`src/rtl/load_store_unit_pkg.sv`:
```
// Shared definitions for the load/store unit: funct3 encodings, FSM state encoding,
// access-size decode and funct3 legality check.
package load_store_unit_pkg;

  // RISC-V load/store funct3 encodings (bit 2 selects zero-extension on loads).
  localparam logic [2:0] Funct3B  = 3'b000;
  localparam logic [2:0] Funct3H  = 3'b001;
  localparam logic [2:0] Funct3W  = 3'b010;
  localparam logic [2:0] Funct3D  = 3'b011;
  localparam logic [2:0] Funct3Bu = 3'b100;
  localparam logic [2:0] Funct3Hu = 3'b101;
  localparam logic [2:0] Funct3Wu = 3'b110;

  typedef enum logic [2:0] {
    StIdle,
    StB0Req,
    StB0Wait,
    StB1Req,
    StB1Wait,
    StResp
  } lsu_state_e;

  // Access size in bytes from funct3[1:0]: 1, 2, 4 or 8.
  function automatic int unsigned size_bytes(input logic [1:0] size_sel);
    return 32'd1 << size_sel;
  endfunction

  // Legal funct3 for the given direction; is64 enables ld/sd/lwu.
  function automatic logic funct3_legal(input logic we, input logic [2:0] f3, input logic is64);
    logic ok;
    if (we) begin
      case (f3)
        Funct3B, Funct3H, Funct3W: ok = 1'b1;
        Funct3D:                   ok = is64;
        default:                   ok = 1'b0;
      endcase
    end else begin
      case (f3)
        Funct3B, Funct3H, Funct3W, Funct3Bu, Funct3Hu: ok = 1'b1;
        Funct3D, Funct3Wu:                             ok = is64;
        default:                                       ok = 1'b0;
      endcase
    end
    return ok;
  endfunction

endpackage

```
`src/rtl/load_store_unit_lane_align.sv`:
```
// Combinational lane alignment for the load/store unit.
//   offset    : byte offset of the access within a BE_W-byte word
//   size_sel  : funct3[1:0], access size 1/2/4/8 bytes
//   zero_ext  : funct3[2], zero- rather than sign-extend load data
//   wdata     : LSB-aligned store data
//   rd0/rd1   : read data of beat 0 / beat 1
//   be0/be1   : byte enables of beat 0 / beat 1 (be1 is zero for non-crossing accesses)
//   wdata0/1  : lane-shifted write data of beat 0 / beat 1
//   rdata     : merged, truncated and extended load result
module load_store_unit_lane_align
  import load_store_unit_pkg::*;
#(
  parameter int unsigned XLEN = 32,
  localparam int unsigned BE_W = XLEN / 8,
  localparam int unsigned OFF_W = $clog2(BE_W)
) (
  input  logic [OFF_W-1:0] offset,
  input  logic [1:0]       size_sel,
  input  logic             zero_ext,
  input  logic [XLEN-1:0]  wdata,
  input  logic [XLEN-1:0]  rd0,
  input  logic [XLEN-1:0]  rd1,
  output logic [BE_W-1:0]  be0,
  output logic [BE_W-1:0]  be1,
  output logic [XLEN-1:0]  wdata0,
  output logic [XLEN-1:0]  wdata1,
  output logic [XLEN-1:0]  rdata
);

  logic [BE_W-1:0]   size_mask;
  logic [2*BE_W-1:0] be_wide;
  logic [2*XLEN-1:0] wd_wide;
  logic [XLEN-1:0]   raw;
  logic [OFF_W+2:0]  bit_shift;
  logic              sign;

  // Shifting into a double-width vector yields both beats at once: the low half is beat 0,
  // the bytes spilling over the word boundary land in the high half for beat 1.
  always_comb begin
    bit_shift = {offset, 3'b000};
    size_mask = '0;
    for (int unsigned i = 0; i < BE_W; i++) begin
      size_mask[i] = (i < size_bytes(size_sel));
    end
    be_wide = {{BE_W{1'b0}}, size_mask} << offset;
    wd_wide = {{XLEN{1'b0}}, wdata} << bit_shift;
    be0     = be_wide[BE_W-1:0];
    be1     = be_wide[2*BE_W-1:BE_W];
    wdata0  = wd_wide[XLEN-1:0];
    wdata1  = wd_wide[2*XLEN-1:XLEN];
  end

  // For non-crossing accesses the rd1 bytes land above the access size and are discarded.
  always_comb begin
    raw = XLEN'({rd1, rd0} >> bit_shift);
    case (size_sel)
      2'd0:    sign = raw[7];
      2'd1:    sign = raw[15];
      2'd2:    sign = raw[31];
      default: sign = raw[XLEN-1];
    endcase
    sign  = sign & ~zero_ext;
    rdata = '0;
    for (int unsigned i = 0; i < BE_W; i++) begin
      rdata[8*i +: 8] = (i < size_bytes(size_sel)) ? raw[8*i +: 8] : {8{sign}};
    end
  end

endmodule

```
`src/rtl/load_store_unit.sv`:
```
// Multi-beat load/store unit between the execute stage and a valid/ready data-memory port.
// One request outstanding; word-crossing accesses are split into two aligned beats
// (MISALIGNED_SPLIT=1) or rejected with rsp_err (MISALIGNED_SPLIT=0).
//   clk, reset          : clock (rising edge), asynchronous active-high reset
//   req_valid/req_ready : request handshake; req_ready is high while idle
//   req_we/funct3/addr/wdata : request fields, captured on acceptance
//   rsp_valid/rdata/err : one-cycle completion pulse with extended load data / error flag
//   mem_valid/ready/we/addr/be/wdata : memory beat request, held stable until mem_ready
//   mem_rvalid/rdata    : memory read return for load beats
module load_store_unit
  import load_store_unit_pkg::*;
#(
  parameter int unsigned XLEN = 32,
  parameter bit MISALIGNED_SPLIT = 1'b1,
  localparam int unsigned BE_W = XLEN / 8,
  localparam int unsigned OFF_W = $clog2(BE_W)
) (
  input  logic            clk,
  input  logic            reset,
  input  logic            req_valid,
  output logic            req_ready,
  input  logic            req_we,
  input  logic [2:0]      req_funct3,
  input  logic [XLEN-1:0] req_addr,
  input  logic [XLEN-1:0] req_wdata,
  output logic            rsp_valid,
  output logic [XLEN-1:0] rsp_rdata,
  output logic            rsp_err,
  output logic            mem_valid,
  input  logic            mem_ready,
  output logic            mem_we,
  output logic [XLEN-1:0] mem_addr,
  output logic [BE_W-1:0] mem_be,
  output logic [XLEN-1:0] mem_wdata,
  input  logic            mem_rvalid,
  input  logic [XLEN-1:0] mem_rdata
);

  lsu_state_e state_q, state_d;

  logic            we_q;
  logic [2:0]      f3_q;
  logic [XLEN-1:0] addr_q;
  logic [XLEN-1:0] wdata_q;
  logic            err_q;
  logic            cross_q;
  logic [XLEN-1:0] rd0_q;
  logic [XLEN-1:0] rd1_q;

  logic [OFF_W-1:0] req_off;
  logic             req_cross;
  logic             req_err;
  logic [XLEN-1:0]  addr_base;

  logic [BE_W-1:0] be0, be1;
  logic [XLEN-1:0] wdata0, wdata1;
  logic [XLEN-1:0] ld_data;

  // Request decode, evaluated on the raw request so the error path needs no extra state.
  always_comb begin
    req_off   = req_addr[OFF_W-1:0];
    req_cross = (32'(req_off) + size_bytes(req_funct3[1:0])) > BE_W;
    req_err   = !funct3_legal(req_we, req_funct3, XLEN == 64) ||
                (req_cross && !MISALIGNED_SPLIT);
  end

  always_comb begin
    state_d = state_q;
    case (state_q)
      StIdle: begin
        if (req_valid) state_d = req_err ? StResp : StB0Req;
      end
      StB0Req: begin
        if (mem_ready) begin
          if (!we_q)        state_d = StB0Wait;
          else if (cross_q) state_d = StB1Req;
          else              state_d = StResp;
        end
      end
      StB0Wait: begin
        if (mem_rvalid) state_d = cross_q ? StB1Req : StResp;
      end
      StB1Req: begin
        if (mem_ready) state_d = we_q ? StResp : StB1Wait;
      end
      StB1Wait: begin
        if (mem_rvalid) state_d = StResp;
      end
      StResp:  state_d = StIdle;
      default: state_d = StIdle;
    endcase
  end

  always_ff @(posedge clk or posedge reset) begin
    if (reset) begin
      state_q <= StIdle;
      we_q    <= 1'b0;
      f3_q    <= '0;
      addr_q  <= '0;
      wdata_q <= '0;
      err_q   <= 1'b0;
      cross_q <= 1'b0;
      rd0_q   <= '0;
      rd1_q   <= '0;
    end else begin
      state_q <= state_d;
      if (state_q == StIdle && req_valid) begin
        we_q    <= req_we;
        f3_q    <= req_funct3;
        addr_q  <= req_addr;
        wdata_q <= req_wdata;
        err_q   <= req_err;
        cross_q <= req_cross;
      end
      if (state_q == StB0Wait && mem_rvalid) rd0_q <= mem_rdata;
      if (state_q == StB1Wait && mem_rvalid) rd1_q <= mem_rdata;
    end
  end

  load_store_unit_lane_align #(
    .XLEN(XLEN)
  ) u_lane_align (
    .offset   (addr_q[OFF_W-1:0]),
    .size_sel (f3_q[1:0]),
    .zero_ext (f3_q[2]),
    .wdata    (wdata_q),
    .rd0      (rd0_q),
    .rd1      (rd1_q),
    .be0      (be0),
    .be1      (be1),
    .wdata0   (wdata0),
    .wdata1   (wdata1),
    .rdata    (ld_data)
  );

  // Memory-side outputs decode from the registered state only, so they stay stable
  // for as long as the beat waits on mem_ready. Beat 1 address wraps modulo 2^XLEN.
  always_comb begin
    addr_base = addr_q & ~XLEN'(BE_W - 1);
    mem_valid = 1'b0;
    mem_we    = 1'b0;
    mem_addr  = '0;
    mem_be    = '0;
    mem_wdata = '0;
    case (state_q)
      StB0Req: begin
        mem_valid = 1'b1;
        mem_we    = we_q;
        mem_addr  = addr_base;
        mem_be    = be0;
        mem_wdata = we_q ? wdata0 : '0;
      end
      StB1Req: begin
        mem_valid = 1'b1;
        mem_we    = we_q;
        mem_addr  = addr_base + XLEN'(BE_W);
        mem_be    = be1;
        mem_wdata = we_q ? wdata1 : '0;
      end
      default: ;
    endcase
  end

  always_comb begin
    req_ready = (state_q == StIdle);
    rsp_valid = (state_q == StResp);
    rsp_err   = rsp_valid && err_q;
    rsp_rdata = (rsp_valid && !we_q && !err_q) ? ld_data : '0;
  end

endmodule
```
`config.mk`:
```
export PLATFORM = sky130hd
export DESIGN_NAME = load_store_unit
export DESIGN_NICKNAME = d
export VERILOG_FILES = /design/src/rtl/load_store_unit_pkg.sv /design/src/rtl/load_store_unit_lane_align.sv /design/src/rtl/load_store_unit.sv
export SDC_FILE = /design/constraint.sdc
export NUM_CORES = 1
export LEC_CHECK = 0
export CORE_AREA = 2 2 224 116
export DETAILED_ROUTE_END_ITERATION = 10
export DIE_AREA = 0 0 226 118
export DONT_BUFFER_PORTS = 1
export PLACE_DENSITY_LB_ADDON = 0.15
export SYNTH_ARGS = -nofsm -noshare
export SYNTH_HDL_FRONTEND = slang
export SYNTH_HIERARCHICAL = 1
export SYNTH_SLANG_ARGS = --single-unit
```
`constraint.sdc`:
```
create_clock -name clk -period 5.7 [get_ports clk]
set_input_delay 0.855 -clock clk [delete_from_list [all_inputs] [get_ports clk]]
set_output_delay 0.855 -clock clk [all_outputs]
set_load 0.05 [all_outputs]
```
### After elaboration in Yosys (flattened, before gate mapping)

Index checks and enable logic that the tools add are counted.

| storage, ports and cells | value |
|---|---|
| word-level logic and storage cells | 80 |
| flip-flop bits (word level) | 137 |
| bits of input ports | 105 |
| output and inout bits | 105 |

| cells by class | value |
|---|---|
| eq/ne operators | 15 |
| bitwise operators | 2 |
| reductions and logical operators | 16 |
| magnitude comparators | 5 |
| muxes and demuxes | 26 |
| shift-type cells | 5 |
| $add $sub $neg | 2 |

Operator list:

| kind | count |
|---|---|
| 32-bit case mux with 2 select lines | 2 |
| 32-bit 2-to-1 mux | 3 |
| 1-bit by 32-bit < comparator with 1-bit output (first input constant) | 2 |
| 2-bit by 32-bit < comparator with 1-bit output (first input constant) | 2 |
| 1-bit by 2-bit << shifter with 32-bit output (first input constant) | 2 |
| 32-bit by 5-bit << shifter with 64-bit output | 1 |
| 64-bit by 5-bit right shift with 32-bit output | 1 |
| 2-bit by 32-bit adder with 32-bit output | 1 |
| 32-bit by 3-bit adder with 32-bit output (second input constant) | 1 |
| 32-bit by 3-bit > comparator with 1-bit output (second input constant) | 1 |
| 8-bit 2-to-1 mux | 4 |
| 3-bit 2-to-1 mux | 8 |
| 3-bit case mux with 5 select lines | 1 |
| 3-bit == test (second input constant) | 4 |
| 2-bit != test (second input constant) | 5 |
| 3-bit by 2-bit == test with 1-bit output (second input constant) | 3 |
| 4-bit case mux with 2 select lines | 1 |
| 4-bit by 2-bit << shifter with 8-bit output | 1 |
| 3-bit by 1-bit == test with 1-bit output (second input constant) | 2 |
| 1-bit logical AND | 6 |
| 3-bit logical NOT | 2 |
| 1-bit 2-to-1 mux | 6 |
| 5-bit AND reduction | 1 |
| 5-bit OR reduction | 1 |
| other kinds (8) | 10 |

### Logic depth before layout (Yosys ltp)

Gate-level depths: netlist of run 1.

| depth | value |
|---|---|
| depth in word-level cells | 7 |
| gate-level depth with buffers | 8 |
| gate-level depth less buffers | 7 |

### By module

The synthesis of run 1 kept the hierarchy.

By module, submodules not included:

| module | times used | cells an instance | area an instance (µm²) |
|---|---|---|---|
| load_store_unit | 1 | 585 | 6,854.1 |
| load_store_unit_lane_align | 1 | 260 | 1,866.8 |

### Worst setup path after synthesis of run 1

OpenSTA, ideal clock, no wires.

| timing | value |
|---|---|
| path type | register to output |
| from | reg addr_q[5] |
| to | out mem_addr[24] |
| setup slack | 2.246 ns |
| arrival time | 2.599 ns |
| path buffers | 1 |
| cell stages (with the launch flop) | 6 |
| cell sequence | dfrtp_1 -> nand4_4 -> or4_4 -> buf_6 -> or4_1 -> a21oi_1 |

| on the way | value |
|---|---|
| cells in the longest elaborated chain, start to end | 2 |

Ends and longest elaborated chain:

| element | RTL line | source |
|---|---|---|
| from (decl) | load_store_unit.sv:43 | `logic [XLEN-1:0] addr_q;` |
| from (signal assigned) | load_store_unit.sv:110 | `addr_q <= req_addr;` |
| 32-bit by 3-bit adder with 32-bit output | load_store_unit.sv:156 | `mem_addr = addr_base + XLEN'(BE_W);` |
| 32-bit case mux with 2 select lines | load_store_unit.sv:145 | `case (state_q)` |
| to (decl) | load_store_unit.sv:32 | `output logic [XLEN-1:0] mem_addr,` |

No other way between the ends.

### Final worst setup path of run 1

| timing | value |
|---|---|
| from | reg addr_q[1] |
| to | out mem_wdata[18] |

| on the way | value |
|---|---|
| cells in the longest elaborated chain, start to end | 3 |
| elaborated cells on any way between the ends | 4 |

Ends and longest elaborated chain:

| element | RTL line | source |
|---|---|---|
| 32-bit by 5-bit << shifter with 64-bit output | load_store_unit_lane_align.sv:46 | `wd_wide = {{XLEN{1'b0}}, wdata} << bit_shift;` |
| via wdata0[18] | load_store_unit.sv:56 | `logic [XLEN-1:0] wdata0, wdata1;` |
| 32-bit 2-to-1 mux | load_store_unit.sv:151 | `mem_wdata = we_q ? wdata0 : '0;` |
| 32-bit case mux with 2 select lines | load_store_unit.sv:145 |  |
| to (decl) | load_store_unit.sv:34 | `output logic [XLEN-1:0] mem_wdata,` |

The timed path passes the listed nets, and every way through them passes these cells.

==> metrics.md, run 1 <==
| Metric | Value |
|---|---|
| CP Data Arrival Time | 3.56 ns |
| Final setup viols | 0 |
| Min-delay worst type | in2async |
| Hold-fix buffers, CTS | 0 |
| Clock slew at reported path FFs | 0.06 ns |
| All-Layer GR Usage | 19.31% |
| Die area | 0.02667 mm² |
| Clock Skew | between 0.006 and 0.007 ns |
| CTS H-tree depth | 4 |
| CP top delay family | simple AND/OR/NAND/NOR gates |
| Met1 Routed Length | 12800 µm |
| Unrepaired setup endpoints after global routing | false |
| Final hold slack | 0.4245 ns |
| Die Width | roughly 230 µm |
| Slowest-stage cell, CP | dfrtp_2 |
| Setup slack at placement | 1.794 ns |
| Crit path top cell by count | nor2_1 |
| Leak | 3.940 nW |
| Layout cell share with drive strength beyond 1 | between 20% and 30% |
| Power Density | 671.1 mW/mm² |
| Final Instance Area | 0.009522 mm² |
| DR WL/cell | 21.26 µm |
| Synth Cell Area | 0.008431 mm² |
| Yosys Warn Count | 6 |
| Final Worst Setup Slack | roughly 1.3 ns |
| Final period utilization | 77.52% |
| Wire length on met3 | between 1500 and 2000 µm |
| Final wirelength | 25150 µm |
| Cell Rows | 41 |
| CTS sink cnt | 129 |
| Top Metal Used | met5 |
| Final Hold Vio Count | 0 |
| Placed Area | 0.008914 mm² |
| Reg2Reg Depth | 4 |
| DR DRC count | 0 |
| CP required | between 4 and 5 ns |
| Area Overhead vs Synth | 12.94% |
| Tmin final | ~4.4 ns |
| Finished Layout Cells | 1183 |
| Avg Cell Area, Syn | about 10 µm² |
| CTS tree | yes |
| Number of CTS-inserted buffers | 17 |
| CORE AREA | 0.02467 mm² |
| Initial antenna violation count | 2 |
| Crit path capture type | output port |
| Die height | 118 µm |
| Fmax | 226.3 MHz |
| CP Max Fanout | 57 |
| Drt initial violations | 552 |
| Max VDD drop | slightly above 0.2 mV |
| Pwr Total | 6.390 mW |
| # port buffers | 0 |
| Crit path buffers/inverters | 2 |
| CP cell instances | inv_2, nor2_1, nand2_1, o21ai_0, mux2i_1, nor2_1, buf_4 |
| Commonest cells after routing, fill and taps aside | mux2_2, dfrtp_1, mux2i_1, nor2_1, nand2_1 |
| Post-CTS setup buffers | 0 |
| Antenna Nets Post-Route | 0 |
| Clk Latency, worst-skew pair | 0.43 ns |
| Post-layout util | 38.59% |
| Most common cell after layout, fill and taps aside | mux2_2 |
| Placed insts | 1150 |
| Rel. slew slack | 23.75% |
| Status | finished clean |
| Total negative slack | 0 ns |
| Vias in the first global route | 6271 |
| Post-DP HPWL | ~18000 µm |
| Slew Viols, Final | 0 |
| Worst setup startpoint | addr_q[1]$_DFFE_PP0P_ |
| Clock tree buffer depth | 2 |
| I/O pins | 210 |
| Largest net degree at the start of global routing | 82 |
| Met2 WL | 10440 µm |
| Critical path type | reg2out |
| Worst slew pin tran | 1.147 ns |
| Worst path max stage delay | 1.00 ns |
| Initial Util | between 30% and 40% |
| Cells after Synth | 829 |
| CTS root buf | clkbuf_16 |
| Remaining global-route overflow | 0 |
| Vias per inst | 5.378 |
| CP Depth | 7 |
| Via Count | 6362 |
| PostCTS Resize Cnt | 0 |
| Number of max-cap violations | 0 |
| FILL cells | 2422 |
| Pre-antenna DRT Iters | 6 |
| GPL Wtd Cong | 0.8867 |
| First-pass GRT wire length | 38870 µm |
| Layout Nets | 934 |
| CP startpoint kind | flop |
| Worst R2R Start | state_q[1]$_DFFE_PP0P_ |
## area by class of cell
type	instances	area (µm²)	area share [%]
timing repair buffer	43	335.3	3.522
sequential	129	3234	33.97
clock buffer	19	442.9	4.652
inverter	6	27.53	0.2891
multi-input combinational	628	4886	51.31
antenna	1	2.502	0.02628
tap	344	430.4	4.520
clock inverter	13	162.7	1.708
## registers in the layout, summed over array words and instances (netlist names)
| name | count |
|---|---|
| we_q | 1 |
| cross_q | 1 |
| err_q | 1 |
| wdata_q | 32 |
| addr_q | 32 |
| state_q | 3 |
| rd0_q | 32 |
| rd1_q | 24 |
| f3_q | 3 |
## final timing paths
check	slack (ns)	to
hold / removal	0.42	rd0_q[25]$_DFFE_PP0P_
setup / recovery	1.28	mem_wdata[18]
setup reg to reg	2.95	wdata_q[19]$_DFFE_PP0P_
max in group asynchronous	4.01	state_q[1]$_DFFE_PP0P_
min in group clk	0.51	rd1_q[19]$_DFFE_PP0P_
hold reg to reg	0.51	rd1_q[19]$_DFFE_PP0P_
## power breakdown
| group | internal, mW | leakage [nW] | switching, mW | total (mW) |
|---|---|---|---|---|
| Clock | 0.698 | 0.289 | 0.437 | 1.14 |
| Combinational | 1.33 | 2.11 | 1.84 | 3.17 |
| Sequential | 1.38 | 1.54 | 0.700 | 2.08 |
| Total | 3.41 | 3.94 | 2.98 | 6.39 |
## routing by layer
metal  vias to the layer above  GRT usage (%)
li1                       2926              -
met1                      3218          28.96
met2                       195          26.69
met3                        21          5.691
met4                         2          4.760
met5                         -              0
Power figures use the tool's default switching activity.
==> run 2: changes to the inputs <==
==> constraint.sdc (replaced) <==
create_clock -name clk -period 3.6 [get_ports clk]
set_input_delay 0.54 -clock clk [delete_from_list [all_inputs] [get_ports clk]]
set_output_delay 0.54 -clock clk [all_outputs]
set_load 0.05 [all_outputs]
==> run 2 against run 1 <==
Final cell count grew 4.9%. Clock skew increased by 0.0018 ns. First-iteration DRC count is 45% lower. Non-clock buffer count is 56 higher. Setup slack worse by 1.0 ns. Clock-buffer cell count down 1. Via count is 2.5% higher. Sequential cell count unchanged.
==> metrics.md, run 2 (synthesized netlist as in run 1, its figures left out) <==
| Metric | Value |
|---|---|
| Layout cell share with drive strength beyond 1 | about a third |
| Placed insts | 1206 |
| Worst path max stage delay | 0.72 ns |
| Slew Viols, Final | 0 |
| Layer carrying the most global-route usage | met1 |
| Commonest cells after routing, fill and taps aside | mux2_2, dfrtp_1, buf_4, mux2i_1, nor2_1 |
| Status | finished clean |
| Drt initial violations | 303 |
| Fmax | between 200 and 300 MHz |
| Post-DP HPWL | between 15000 and 20000 µm |
| Crit path capture type | output port |
| CTS sink cnt | around 130 |
| Antenna Nets Post-Route | 0 |
| CTS root buf | clkbuf_16 |
| Clock slew at reported path FFs | 0.06 ns |
| Pre-antenna DRT Iters | 5 |
| Number of max-cap violations | 0 |
| All-Layer GR Usage | 19.54% |
| Largest registers | addr_q x32, rd0_q x32, wdata_q x32 |
| Max VDD drop | 0.3284 mV |
| CP required | 3.06 ns |
| Die area | ~0.027 mm² |
| M3 GR Usage | 6.191% |
| CTS tree | yes |
| Final wirelength | 25490 µm |
| Unrepaired setup endpoints after global routing | false |
| Rel. slew slack | 37.46% |
| CP top delay family | simple AND/OR/NAND/NOR gates |
| Crit path buffers/inverters | 1 |
| Worst slew pin tran | 0.9347 ns |
| Finished Layout Cells | approximately 1200 |
| Vias in the first global route | 6587 |
| Pwr Total | 10.52 mW |
| Reg2Reg Depth | 6 |
| Final Hold Vio Count | 0 |
| Most common cell after layout, fill and taps aside | mux2_2 |
| CP Data Arrival Time | 2.79 ns |
| CP Max Fanout | 22 |
| Critical path type | reg2out |
| GPL Wtd Cong | 0.8645 |
| Cell Rows | between 40 and 50 |
| CP startpoint kind | flop |
| CP Depth | 5 |
| Grt met2 use | 27.75% |
| Post-CTS setup buffers | 0 |
| Hold-fix buffers, CTS | 0 |
| Slowest-stage cell, CP | or4_4 |
| CORE AREA | 0.02467 mm² |
| Die Width | 226 µm |
| Number of CTS-inserted buffers | 17 |
| Final setup viols | 0 |
| Layout Nets | 990 |
| DR WL/cell | 20.54 µm |
| PostCTS Resize Cnt | 0 |
| Die height | 118 µm |
| Initial Util | 34.17% |
| CP cell instances | nand4_1, or4_4, or4_1, a21oi_1, buf_4 |
| Final Instance Area | 0.01001 mm² |
| CTS H-tree depth | 4 |
| Final period utilization | 92.61% |
| DR DRC count | 0 |
| Tmin final | ~3.3 ns |
| Clk Latency, worst-skew pair | between 0.4 and 0.5 ns |
| # port buffers | 0 |
| Clock Skew | 0.008574 ns |
| First-pass GRT wire length | 39640 µm |
| Via Count | 6520 |
| Vias per inst | 5.254 |
| I/O pins | 210 |
| Total negative slack | 0 ns |
| Clock tree buffer depth | 2 |
| Min-delay worst type | in2async |
| Placed Area | approximately 0.0094 mm² |
| Area Overhead vs Synth | 18.70% |
| Remaining global-route overflow | 0 |
| Met1 Usage GRT | 28.26% |
| Leak | 4.253 nW |
| Power Density | 1051 mW/mm² |
| Initial antenna violation count | 5 |
| Largest net degree at the start of global routing | between 100 and 150 |
run 2: cell types whose count changed in the layout (fill, tap and decap cells not counted), sizes merged:
| cell | before | now |
|---|---|---|
| buf | 43 | 99 |
| clkinv | 7 | 1 |
| clkinvlp | 3 | 5 |
| diode | 1 | 3 |
| inv | 6 | 10 |
| bufinv | 3 | 4 |
| clkbuf | 19 | 18 |
run 2: path summary, 6_finish.rpt:
kind,end,from,slack [ns]
min in group clk,state_q[0]$_DFFE_PP0P_,mem_ready,0.22
max reg2reg,state_q[2]$_DFFE_PP0P_,state_q[2]$_DFFE_PP0P_,1.41
min,wdata_q[9]$_DFFE_PP0P_,reset,0.07
max,mem_addr[23],addr_q[9]$_DFFE_PP0P_,0.27
min reg2reg,rd0_q[0]$_DFFE_PP0P_,rd0_q[0]$_DFFE_PP0P_,0.51
max in group asynchronous,state_q[1]$_DFFE_PP0P_,reset,2.48
run 2: area by class of cell:
class / instances / area (µm²)
inverter: 6 / 26.28
clock buffer: 18 / 439.2
fill: 2418 / 14670
tap: 344 / 430.4
sequential: 129 / 3234
multi-input combinational: 628 / 4886
timing repair buffer: 99 / 780.7
antenna: 3 / 7.507
clock inverter: 14 / 202.7
run 2: power by group:
group / total [mW] / internal [mW] / leakage (nW) / switching [mW]
Combinational: 5.49 / 2.38 / 2.41 / 3.11
Clock: 1.91 / 1.19 / 0.301 / 0.720
Sequential: 3.12 / 2.19 / 1.54 / 0.926
Total: 10.5 / 5.76 / 4.25 / 4.76
run 2: layer usage:
layer | vias to the layer above | routed length (µm)
met4 | 2 | 265
li1 | 3039 | -
met2 | 173 | 10930
met1 | 3284 | 12760
met3 | 22 | 1521
met5 | - | 7
run 2: metrics by stage:
step	util [%]	hold slack, ns	setup slack, ns
after global routing	40.55	0.1022	0.1292
final	40.56	0.07219	0.2661
after CTS	40.53	0.06894	0.2557
after global placement	37.92	0.4889	0.8009
after floorplan	-	0.4760	0.4605
after detailed placement	37.92	0.4984	0.7448
==> run 3: changes to the inputs <==
==> constraint.sdc (replaced) <==
create_clock -name clk -period 2.87 [get_ports clk]
set_input_delay 0.4305 -clock clk [delete_from_list [all_inputs] [get_ports clk]]
set_output_delay 0.4305 -clock clk [all_outputs]
set_load 0.05 [all_outputs]
==> run 3 against run 2 <==
The flow now finishes with violations (setup timing). Setup slack worse by 0.32 ns. Die area unchanged. Power increased by 33%. Cell area rose by 9.1%. Critical path type unchanged. Largest power group unchanged.
==> metrics.md, run 3 (synthesized netlist as in run 1, its figures left out) <==
| Metric | Value |
|---|---|
| Die Width | 226 µm |
| DR WL/cell | 21.18 µm |
| Remaining global-route overflow | 0 |
| Slowest-stage cell, CP | or4_4 |
| Number of max-cap violations | 0 |
| Power Density | between 1000 and 1500 mW/mm² |
| Multi-input gate area | slightly above 0.005 mm² |
| Largest net degree at the start of global routing | 81 |
| Number of CTS-inserted buffers | 17 |
| Critical path type | reg2out |
| Pwr Total | 13.94 mW |
| Final Hold Vio Count | 0 |
| GPL Wtd Cong | between 0.8 and 0.9 |
| Leak | 4.570 nW |
| Tmin final | 2.926 ns |
| # port buffers | 0 |
| CP cell instances | nand4_4, or4_4, or4_4, a21oi_4, buf_12 |
| First-pass GRT wire length | 40300 µm |
| Worst slew pin tran | 0.6737 ns |
| Via Count | 6863 |
| CTS H-tree depth | 4 |
| CP required | 2.44 ns |
| Final Worst Setup Slack | -0.05629 ns |
| Layout cell share with drive strength beyond 1 | 39.96% |
| Unrepaired setup endpoints after global routing | true |
| Layout Nets | 1032 |
| Post-DP HPWL | between 15000 and 20000 µm |
| Failing checks | setup timing |
| Pre-antenna DRT Iters | 4 |
| CORE AREA | 0.02467 mm² |
| Crit path capture type | output port |
| Clock tree buffer depth | 2 |
| Final setup viols | 4 |
| Final hold slack | 0.1188 ns |
| Fmax | 341.7 MHz |
| Final period utilization | 102.0% |
| Most common cell after layout, fill and taps aside | mux2_2 |
| Die height | 118 µm |
| FILL cells | 2309 |
| CTS root buf | clkbuf_16 |
| Antenna Nets Post-Route | 0 |
| Min-delay worst type | in2reg |
| Status | finished with violations |
| Post-layout util | 44.24% |
| CP startpoint kind | flop |
| Clock slew at reported path FFs | approximately 0.060 ns |
| Vias in the first global route | 6650 |
| CP top delay family | simple AND/OR/NAND/NOR gates |
| Commonest cells after routing, fill and taps aside | mux2_2, dfrtp_1, buf_4, mux2i_1, nor2_1 |
| All-Layer GR Usage | 19.91% |
| Max VDD drop | 0.4400 mV |
| Vias per inst | 5.349 |
| Clk Latency, worst-skew pair | ~0.43 ns |
| CP Max Fanout | 6 |
| Crit path buffers/inverters | 1 |
| Cell Rows | 41 |
| Drt initial violations | 458 |
| Largest registers | addr_q x32, rd0_q x32, wdata_q x32 |
| Initial antenna violation count | 3 |
| Worst path max stage delay | 0.63 ns |
| I/O pins | 210 |
| CP Data Arrival Time | 2.50 ns |
| Final wirelength | 27180 µm |
| Die area | around 0.027 mm² |
| CTS sink cnt | around 130 |
| Crit path top cell by count | or4_4 |
| Clock Skew | between 0.005 and 0.006 ns |
| Register area | 0.003243 mm² |
| Rel. slew slack | 55.09% |
| DR DRC count | 0 |
| Area Overhead vs Synth | 29.49% |
| Initial Util | 34.17% |
| CTS tree | yes |
| Slew Viols, Final | 0 |
run 3: per-layer routing:
metal  wire (µm)  track usage (%)  part of all wire [%]  up-vias
li1            -                -                     -     3141
met1       13370            28.71                    49     3496
met2       11530            28.35                    42      203
met3        1859            5.841                   6.8       23
met4         424            6.250                   1.6        0
met5           0                0                     0        -
run 3: area by class of cell:
| type | instances | share of cell area [%] |
|---|---|---|
| multi-input combinational | 631 | 46.96 |
| sequential | 129 | 29.71 |
| timing repair buffer | 138 | 13.59 |
| clock buffer | 20 | 4.275 |
| tap | 344 | 3.943 |
| clock inverter | 12 | 1.215 |
| inverter | 6 | 0.2407 |
| antenna | 3 | 0.06877 |
run 3: power breakdown:
| group | total [mW] | internal [mW] | switching (mW) |
|---|---|---|---|
| Clock | 2.21 | 1.35 | 0.863 |
| Combinational | 7.96 | 3.54 | 4.42 |
| Sequential | 3.78 | 2.76 | 1.02 |
| Total | 13.9 | 7.65 | 6.30 |
run 3: worst paths after layout:
check                                              end  depth (start not counted)  slack (ns)                   start
worst max register to register  state_q[2]$_DFFE_PP0P_                          6        0.74  state_q[2]$_DFFE_PP0P_
worst max-delay path                      mem_addr[25]                          5       -0.06   addr_q[6]$_DFFE_PP0P_
worst min-delay path                  we_q$_DFFE_PP0P_                          2        0.12                  req_we
max in group asynchronous        addr_q[0]$_DFFE_PP0P_                          3        1.81                   reset
worst min register to register   rd1_q[20]$_DFFE_PP0P_                          1        0.51   rd1_q[20]$_DFFE_PP0P_
min in group asynchronous         rd0_q[9]$_DFFE_PP0P_                          3        0.58                   reset
run 3: per-stage QoR:
step                      setup slack [ns]  TNS (ns)  area [µm²]  cells
after floorplan                   0.002601         0        8491    838
after global placement              0.1935         0        9866   1224
after detailed placement            0.1558         0        9866   1224
after CTS                         -0.07221   -0.2299       10730   1270
after global routing               -0.1594   -0.8967       10910   1281
final                             -0.05629   -0.1721       10920   1283
run 3: timing repair:
item                                   CTS  global route
setup endpoints to repair               28            44
endpoints found under the hold margin   49             0
gates cloned                             2             3
hold buffers                             1             0
setup buffers                           11             7
pin swaps                               16             9
gates resized for setup                 36            19
